<file path="config.mk">
export PLATFORM = sky130hd
export DESIGN_NAME = cpu_flat
export DESIGN_NICKNAME = d
export VERILOG_FILES = /design/src/rtl/cpu_pkg.sv /design/src/rtl/cpu_if.sv /design/src/rtl/cpu_data_mem.sv /design/src/rtl/cpu.sv /design/src/flat_wrapper.sv
export SDC_FILE = /design/constraint.sdc
export NUM_CORES = 1
export LEC_CHECK = 0
export ABC_CLOCK_PERIOD_IN_PS = 4100
export BUFFER_PORTS_ARGS = -buffer_cell sky130_fd_sc_hd__clkbuf_2
export CAP_MARGIN = 0
export CELL_PAD_IN_SITES_DETAIL_PLACEMENT = 1
export CELL_PAD_IN_SITES_GLOBAL_PLACEMENT = 1
export CORE_MARGIN = 1
export CORE_UTILIZATION = 25
export CTS_CLUSTER_DIAMETER = 30
export DETAILED_ROUTE_END_ITERATION = 6
export PLACE_DENSITY_LB_ADDON = 0.3
export SLEW_MARGIN = 0
export SYNTH_ARGS = -nofsm -noshare
export SYNTH_HDL_FRONTEND = slang
export SYNTH_SLANG_ARGS = --single-unit
</file>
<file path="constraint.sdc">
create_clock -name clk -period 4.1 [get_ports clk]
set_input_delay 0.41 -clock clk [delete_from_list [all_inputs] [get_ports clk]]
set_output_delay 0.41 -clock clk [all_outputs]
set_load 0.01 [all_outputs]
</file>
<file path="src/rtl/cpu_pkg.sv">
// rtl/cpu_pkg.sv - shared widths, memory map and FSM states for the division mini-CPU
// Optional build macro: DIV_ZERO_FLAG_EN adds the WR_FLG state.
package cpu_pkg;

    localparam int DW_DEF   = 8;
    localparam int AW_DEF   = 8;
    localparam int ADDR_DVD = 0;
    localparam int ADDR_DVS = 2;
    localparam int ADDR_QUO = 4;
    localparam int ADDR_REM = 5;
    localparam int ADDR_FLG = 6;

    typedef enum logic [2:0] {
        IDLE   = 3'd0,
        LD_DVD = 3'd1,
        LD_DVS = 3'd2,
        DIV    = 3'd3,
        WR_QUO = 3'd4,
        WR_REM = 3'd5,
`ifdef DIV_ZERO_FLAG_EN
        WR_FLG = 3'd6,
`endif
        DONE   = 3'd7
    } state_e;

endpackage

</file>
<file path="src/rtl/cpu_if.sv">
// rtl/cpu_if.sv - start/ack run handshake between the mini-CPU and its host
interface cpu_if;

    logic start;
    logic ack;

    modport master (output start, input ack);
    modport slave  (input start, output ack);

endinterface

</file>
<file path="src/rtl/cpu_data_mem.sv">
// rtl/cpu_data_mem.sv - data memory: combinational read, synchronous write, no reset
module data_mem #(
    parameter int DW = 8,
    parameter int AW = 8
) (
    input  logic          clk,
    input  logic          we,
    input  logic [AW-1:0] waddr,
    input  logic [DW-1:0] wdata,
    input  logic [AW-1:0] raddr,
    output logic [DW-1:0] rdata
);

    reg [DW-1:0] core [0:2**AW-1];

    always_ff @(posedge clk) begin
        if (we) begin
            core[waddr] <= wdata;
        end
    end

    assign rdata = core[raddr];

endmodule

</file>
<file path="src/rtl/cpu.sv">
// rtl/cpu.sv - fixed-program mini-CPU: restoring 8-bit division on operands held in DM1
// Optional build macro: DIV_ZERO_FLAG_EN writes a divide-by-zero flag word after the remainder.
module cpu
    import cpu_pkg::*;
#(
    parameter int DW    = DW_DEF,
    parameter int AW    = AW_DEF,
    parameter int A_DVD = ADDR_DVD,
    parameter int A_DVS = ADDR_DVS,
    parameter int A_QUO = ADDR_QUO,
    parameter int A_REM = ADDR_REM
) (
    input  logic  clk,
    input  logic  reset,
    cpu_if.slave  bus
);

    localparam int CW = $clog2(DW) + 1;

    state_e        state_q, state_d;
    logic          ack_q, ack_d;
    logic          start_q;
    logic [DW-1:0] a_q, a_d;
    logic [DW-1:0] b_q, b_d;
    logic [DW-1:0] q_q, q_d;
    logic [DW-1:0] r_q, r_d;
    logic [CW-1:0] cnt_q, cnt_d;

    logic          mem_we;
    logic [AW-1:0] mem_waddr;
    logic [DW-1:0] mem_wdata;
    logic [AW-1:0] mem_raddr;
    logic [DW-1:0] mem_rdata;

    // Partial remainder is one bit wider than the divisor so the compare cannot overflow.
    logic [DW:0]   t;
    logic          t_ge_b;
    logic [DW-1:0] t_minus_b;

    data_mem #(.DW(DW), .AW(AW)) DM1 (
        .clk   (clk),
        .we    (mem_we),
        .waddr (mem_waddr),
        .wdata (mem_wdata),
        .raddr (mem_raddr),
        .rdata (mem_rdata)
    );

    assign t         = {r_q, q_q[DW-1]};
    assign t_ge_b    = (t >= {1'b0, b_q});
    assign t_minus_b = t[DW-1:0] - b_q;
    assign mem_raddr = (state_q == LD_DVD) ? AW'(A_DVD) : AW'(A_DVS);

    always_comb begin
        state_d   = state_q;
        ack_d     = 1'b0;
        a_d       = a_q;
        b_d       = b_q;
        q_d       = q_q;
        r_d       = r_q;
        cnt_d     = cnt_q;
        mem_we    = 1'b0;
        mem_waddr = '0;
        mem_wdata = '0;
        case (state_q)
            IDLE: begin
                if (!bus.start && !start_q) begin
                    state_d = LD_DVD;
                end
            end
            LD_DVD: begin
                a_d     = mem_rdata;
                state_d = LD_DVS;
            end
            LD_DVS: begin
                b_d   = mem_rdata;
                cnt_d = '0;
                if (mem_rdata == '0) begin
                    q_d     = '1;
                    r_d     = a_q;
                    state_d = WR_QUO;
                end else begin
                    q_d     = a_q;
                    r_d     = '0;
                    state_d = DIV;
                end
            end
            DIV: begin
                q_d   = {q_q[DW-2:0], t_ge_b};
                r_d   = t_ge_b ? t_minus_b : t[DW-1:0];
                cnt_d = cnt_q + 1'b1;
                if (cnt_q == CW'(DW - 1)) begin
                    state_d = WR_QUO;
                end
            end
            WR_QUO: begin
                mem_we    = 1'b1;
                mem_waddr = AW'(A_QUO);
                mem_wdata = q_q;
                state_d   = WR_REM;
            end
            WR_REM: begin
                mem_we    = 1'b1;
                mem_waddr = AW'(A_REM);
                mem_wdata = r_q;
`ifdef DIV_ZERO_FLAG_EN
                state_d   = WR_FLG;
`else
                state_d   = DONE;
`endif
            end
`ifdef DIV_ZERO_FLAG_EN
            WR_FLG: begin
                mem_we    = 1'b1;
                mem_waddr = AW'(ADDR_FLG);
                mem_wdata = (b_q == '0) ? DW'(1) : '0;
                state_d   = DONE;
            end
`endif
            DONE: begin
                if (bus.start) begin
                    state_d = IDLE;
                end else begin
                    ack_d = 1'b1;
                end
            end
            default: state_d = IDLE;
        endcase
    end

    // start_q resets high so a launch always needs start seen low on two edges.
    always_ff @(posedge clk) begin
        if (reset) begin
            state_q <= IDLE;
            ack_q   <= 1'b0;
            start_q <= 1'b1;
            a_q     <= '0;
            b_q     <= '0;
            q_q     <= '0;
            r_q     <= '0;
            cnt_q   <= '0;
        end else begin
            state_q <= state_d;
            ack_q   <= ack_d;
            start_q <= bus.start;
            a_q     <= a_d;
            b_q     <= b_d;
            q_q     <= q_d;
            r_q     <= r_d;
            cnt_q   <= cnt_d;
        end
    end

    assign bus.ack = ack_q;

endmodule

</file>
<file path="src/flat_wrapper.sv">
// flat-port wrapper written by rule: the top's interface ports become plain ports
module cpu_flat import cpu_pkg::*;
#(
    parameter int DW    = DW_DEF,
    parameter int AW    = AW_DEF,
    parameter int A_DVD = ADDR_DVD,
    parameter int A_DVS = ADDR_DVS,
    parameter int A_QUO = ADDR_QUO,
    parameter int A_REM = ADDR_REM
)
  (clk, reset, bus_start, bus_ack);
  cpu_if bus_i ();
  input  logic clk;
  input  logic reset;
  input wire logic [$bits(bus_i.start)-1:0] bus_start;
  output wire logic [$bits(bus_i.ack)-1:0] bus_ack;
  assign bus_i.start = bus_start;
  assign bus_ack = bus_i.ack;
  cpu #(.DW(DW), .AW(AW), .A_DVD(A_DVD), .A_DVS(A_DVS), .A_QUO(A_QUO), .A_REM(A_REM)) u_core (.clk(clk), .reset(reset), .bus(bus_i));
endmodule
</file>
# Yosys cells after proc, flatten, opt, wreduce, memory -nomap -nowiden
# Memories as Yosys holds them, arrays and structs flattened.
# Index checks and enable logic that the tools add are counted.
totals:
  regBits: 41
  ram_bits: 2048
  n_memories: 1
  in_bits: 3
  out_inout_bits: 1
classes:
  reduce_logical: 9
  eq_ne: 10
  bitwise_logic: 1
  n_lt_le_gt_ge: 1
  mux: 18
  n_addsub: 2
mem_list:
  columns: ["name", "depth", "width", "read_ports", "rd_ports_with_merged_regs", "write_ports", "line_no", "source"]
  rows:
  - ["u_core.DM1.core", 256, 8, 1, 0, 1, "cpu_data_mem.sv:14", "reg [DW-1:0] core [0:2**AW-1];"]
ops:
  columns: ["operator", "count"]
  rows:
  - ["$pmux W8 S2", 3]
  - ["$mux W8", 3]
  - ["$pmux W3 S7", 1]
  - ["$mux W3", 4]
  - ["$eq A3 B3 Y1 const B", 3]
  - ["$ge A9 B8 Y1", 1]
  - ["$logic_not A8 Y1", 1]
  - ["$pmux W4 S2", 1]
  - ["$sub A8 B8 Y8", 1]
  - ["$eq A3 B2 Y1 const B", 2]
  - ["$pmux W3 S2", 1]
  - ["$add A4 B1 Y4 const B", 1]
  - ["$eq A4 B3 Y1 const B", 1]
  - ["$mux W1", 4]
  - ["$ne A2 B1 Y1 const B", 2]
  - ["$reduce_or A2 Y1", 2]
  - ["$eq A3 B1 Y1 const B", 1]
  - ["$logic_not A3 Y1", 1]
  - ["$reduce_and A3 Y1", 1]
  - ["$logic_not A1 Y1", 2]
  - ["$mux W2", 1]
  - ["$ne A2 B2 Y1 const B", 1]
  - ["$reduce_bool A2 Y1", 1]
  - ["$logic_and A1 B1 Y1", 1]
  - ["$not A1 Y1", 1]

# Longest topological paths before layout
# An unclocked memory read counts as a cell.
logic_depth:
  word_depth: 6
  mapped_depth: 8
  depth_no_buf: 8

# Hierarchy
# Synthesis repeated with hierarchy kept, for this count alone.
hier_totals:
  cells_unflattened: 4015
  hier_area_um2: 81672.1
modules_own_cells:
  columns: ["module", "area_each_um2", "seq_area_each_um2", "instances", "cells_per_inst"]
  rows:
  - ["data_mem", 79396.1, 61499.0, 1, 3725]
  - ["cpu", 2275.9, 820.8, 1, 290]

# Worst setup path before layout
# OpenSTA, ideal clock, no wires.
synth_timing:
  kind: "register to register"
  from: "register u_core.b_q[5]"
  to: "register u_core.r_q[2]"
  arrival_time_ps: 1761
  stages_incl_launch_ff: 8
  synth_period_minus_slack_ps: 1834
  slack_ps: 2266
  setup_ps: 73
  path_cell_list: "dfxtp_1 inv_1 ha_1 and3_4 nand3_4 o21a_4 or4_4 o211ai_2"
synth_between:
  elab_chain_len: 3
synth_rtl:
  columns: ["item", "line_no", "source"]
  rows:
  - ["from (decl)", "cpu.sv:24", "logic [DW-1:0] b_q, b_d;"]
  - ["from (signal assigned)", "cpu.sv:138", "b_q <= '0;"]
  - ["from (signal assigned)", "cpu.sv:147", "b_q <= b_d;"]
  - ["$ge A9 B8 Y1", "cpu.sv:50", "assign t_ge_b = (t >= {1'b0, b_q});"]
  - ["$mux W8", "cpu.sv:90", "r_d = t_ge_b ? t_minus_b : t[DW-1:0];"]
  - ["$pmux W8 S2", "cpu.sv:65", "case (state_q)"]
  - ["to (signal assigned)", "cpu.sv:149", "r_q <= r_d;"]
  - ["to (decl)", "cpu.sv:26", "logic [DW-1:0] r_q, r_d;"]
# No other way between the ends.
# A chain may end at the register's enable or synchronous reset.

# Worst setup path after layout
layout_timing:
  from: "register u_core.state_q[0]"
  to: "register u_core.r_q[0]"
layout_between:
  elab_chain_len: 6
  word_cells_on_any_way: 9
  cone_classes: "3 x eq/ne; 3 x mux; 2 x reduce/logical; 1 x memory"
layout_rtl:
  columns: ["item", "line_no", "source"]
  rows:
  - ["from (decl)", "cpu.sv:20", "state_e state_q, state_d;"]
  - ["from (signal assigned)", "cpu.sv:143", "state_q <= state_d;"]
  - ["$eq A3 B1 Y1", "cpu.sv:52", "assign mem_raddr = (state_q == LD_DVD) ? AW'(A_DVD) : AW'(A_DVS);"]
  - ["$mux W2", "cpu.sv:52", null]
  - ["$mem_v2 Z256 W8", null, null]
  - ["$logic_not A8 Y1", "cpu.sv:78", "if (mem_rdata == '0) begin"]
  - ["$mux W8", "cpu.sv:78", null]
  - ["$pmux W8 S2", "cpu.sv:65", null]
# Several ways; a longest one is shown, not always the timed one.

==> results_dict.tcl <==
set metrics [dict create \
    status "completed" \
    ioPinCount 4 \
    synth_compound_area_share_pct 17.11 \
    numCtsBuffers 5 \
    cts_tree "yes" \
    seq_area_frac_synth_pct 39.11 \
    routedWlPerCell_microns 15.86 \
    period_needed_ns 2.228 \
    post_synth_inst_count 316 \
    die_area_sq_mm 0.01127 \
    ctsResizeCount 0 \
    grt_pass1_wl_microns 12160 \
    port_buffers 3 \
    cp.arrival_ns 2.41 \
    slowest_delay_ns 0.60 \
    ys_dominant_reg_cell "dfxtp_1" \
    nNetsFinal 333 \
    synth-simple-area-share_pct 23.15 \
    synth-edff-count 8 \
    htreeDepth 2 \
    synth_top_family_by_area "simple AND/OR/NAND/NOR gates" \
    path_cells "buf_4 -> nand3b_1 -> nand3_1 -> o21ai_1 -> a22oi_1 -> o21ai_1" \
    clk_path_buf_depth 2 \
    synth_largest_area_cell "dfxtp_1" \
    critPathBufInv 1 \
    grt-busiest-layer "met2" \
    globalRouteMet1Util_pct 19.68 \
    critPathKind "reg -> reg" \
    synth_area_per_cell_sq_um 8.584 \
    cts.sinks 49 \
    vias 2215 \
    root_buffer "clkbuf_8" \
    vias_per_cell 4.847 \
    coreArea_sq_mm 0.01042 \
    cpMostUsedCell "o21ai_1" \
    synth.area.top_cells "dfxtp_1 30%, edfxtp_1 8.9%, nor2_1 7.9%" \
    die_h_microns 106.2 \
    end_kind "flop" \
    ir_drop_mv 0.1130 \
    grt_pass1_vias 2287 \
    power.density_mw_per_mm2 399.0 \
    syn_to_final_growth_pct 7.103 \
    synth_top_area_share_pct 30.26 \
    antenna_left 0 \
    global_route.overflow_total 0 \
    drtIter0Drc 155 \
    antenna_cells 0 \
    cts_setup_buffers 0 \
    synth-seq-cells 49 \
    cp_data_required_time_ns 4.28 \
    placed_cells 449 \
    power_leakage_nw 1.020 \
    worst_pin_slew_ns 0.7764 \
    synth_xor_area_share_pct 1.292 \
    slowest_stage "nand3b_1" \
    num_rows 37 \
    hold_viol_final 0 \
    clk_latency_ns 0.30 \
    firstDrtPassIters 4 \
    clkTransAtPathRegs_ns 0.09 \
    crit_path_max_fanout 35 \
    max_freq_mhz 448.9 \
    dp_hpwl_microns 5317 \
    slew_headroom_pct 48.24 \
    period_share_pct 54.33 \
    antenna_found_initial 0 \
    cp-start-kind "flop" \
    place.gp.congestion 0.7257 \
    synthMuxAreaShare_pct 7.011 \
    synth_cell_type_count 55 \
    clock_skew_ns 0.007584 \
    fin_cells 457 \
    remaining_drc_errors 0 \
    final_max_slew_viol_count 0 \
    crit_family "simple AND/OR/NAND/NOR gates" \
    initial_core_util_pct 26.04 \
    grt_max_degree 36 \
    grt_util_met3_pct 1.471 \
    fin_util_pct 27.89 \
    setup_viol 0 \
    grt_use_met2_pct 21.71 \
    async_flop_share_pct 0 \
    rsz0062_at_grt "false" \
    hold_path.class "in -> reg" \
    ys_warn_count 0 \
    n_fill_cell 1261 \
    cts_hold_buf 0 \
    drive_above_1_share_pct 8.411 \
    syn_area_sq_mm 0.002713 \
    track_usage_pct 13.79 \
    max-cap-violations 0 \
    yosys.area_share.adder_pct 4.889 \
    final.setup.tns_ns 0 \
    die_w_microns 106.2 \
    wirelength_microns 7246 \
]
## power by group
group / internal [mW] / leakage, nW / switching (mW) / total, mW
clock: 0.115 / 0.0430 / 0.158 / 0.273
sequential: 0.517 / 0.415 / 0.0317 / 0.549
combinational: 0.126 / 0.562 / 0.211 / 0.337
total: 0.759 / 1.02 / 0.400 / 1.16
## area by class of cell
| class | count | area (sq um) | share of cell area, % |
|---|---|---|---|
| Clock inverter | 3 | 12.51 | 0.4307 |
| Multi-Input combinational cell | 238 | 1480 | 50.95 |
| Inverter | 20 | 75.07 | 2.584 |
| Timing Repair Buffer | 6 | 37.54 | 1.292 |
| Clock buffer | 5 | 68.82 | 2.369 |
| Sequential cell | 49 | 1061 | 36.52 |
| Tap cell | 136 | 170.2 | 5.857 |
## synthesized netlist by cell type, types with 3 or more instances
cell type / number
o21ai_1: 5
ha_1: 9
a211oi_1: 3
nand4_1: 7
nand2b_1: 5
inv_1: 20
nor4_1: 8
mux2i_1: 19
clkbuf_8: 6
nor2_1: 57
nor3b_1: 3
dfxtp_1: 41
a21oi_1: 19
o21ai_0: 18
xor2_1: 4
clkbuf_1: 7
a21o_1: 3
edfxtp_1: 8
nand3_1: 8
a22oi_1: 3
nand2_1: 19
nor3_1: 3
## layout by cell type, fill, tap and decap left out, types with 2 or more instances in the layout
cell | synthesis | routed
xor2_1 | 4 | 4
o21ai_1 | 5 | 5
clkbuf_2 | 0 | 3
a21o_1 | 3 | 3
dfxtp_1 | 41 | 41
nor4_1 | 8 | 8
mux2i_1 | 19 | 19
o2111ai_1 | 2 | 2
a21oi_1 | 19 | 19
a31oi_1 | 2 | 2
o21bai_1 | 2 | 2
buf_4 | 0 | 3
a22oi_1 | 3 | 3
nor3b_1 | 3 | 3
clkbuf_8 | 6 | 5
nand3b_1 | 2 | 2
clkinv_1 | 0 | 2
ha_1 | 9 | 9
nor4_2 | 2 | 2
inv_1 | 20 | 20
nand2_1 | 19 | 19
edfxtp_1 | 8 | 8
nor2_2 | 2 | 2
nand2b_1 | 5 | 5
nor3_1 | 3 | 3
nand3_1 | 8 | 8
o21ai_0 | 18 | 18
or2_2 | 2 | 2
nand4_1 | 7 | 7
conb_1 | 1 | 8
nor2_1 | 57 | 57
a211oi_1 | 3 | 3
## path summary, 6_finish.rpt
path | depth (start not counted) | end | slack [ns] | from
hold reg to reg | 2 | u_core.b_q[7] | 0.49 | u_core.b_q[7]
setup reg to reg | 6 | u_core.r_q[0] | 1.87 | u_core.state_q[0]
hold / removal | 2 | u_core.start_q | 0.36 | bus_start
setup / recovery | 6 | u_core.r_q[0] | 1.87 | u_core.state_q[0]
## routing by layer
| layer | part of all wire (%) | vias up |
|---|---|---|
| met2 | 44 | 29 |
| met3 | 2.5 | 6 |
| li1 | - | 1116 |
| met4 | 1.1 | 0 |
| met1 | 52 | 1064 |
| met5 | 0 | - |
## logic make-up (layout without fill, tap and decap cells)
logic type | after synthesis | count (layout)
xor+xnor | 4 | 4
fa+ha+maj | 10 | 10
other cells | 1 | 8
compound gates | 71 | 71
buf+inv | 36 | 34
simple gates | 126 | 126
flops | 49 | 49
mux | 19 | 19
## flip-flops by register name, summed over array words and instances, names as in the netlist
name	cells
u_core.start_q	1
u_core.q_q	8
u_core.DM1.core	8
u_core.a_q	8
u_core.b_q	8
u_core.state_q	3
u_core.bus.ack	1
u_core.r_q	8
u_core.cnt_q	4
## metrics by stage
step | setup slack [ns] | cell area, sq um | power (mW) | hold slack (ns)
finish | 1.872 | 2905 | 1.159 | 0.3570
global route | 1.646 | 2905 | 1.245 | 0.3586
floorplan | 2.266 | 2739 | 0.8163 | 0.4532
detailed placement | 1.883 | 2824 | 0.9006 | 0.4818
global placement | 1.965 | 2824 | 0.8945 | 0.4813
CTS | 1.861 | 2905 | 1.183 | 0.3481
Note: power is estimated with default switching activity, not from simulation.
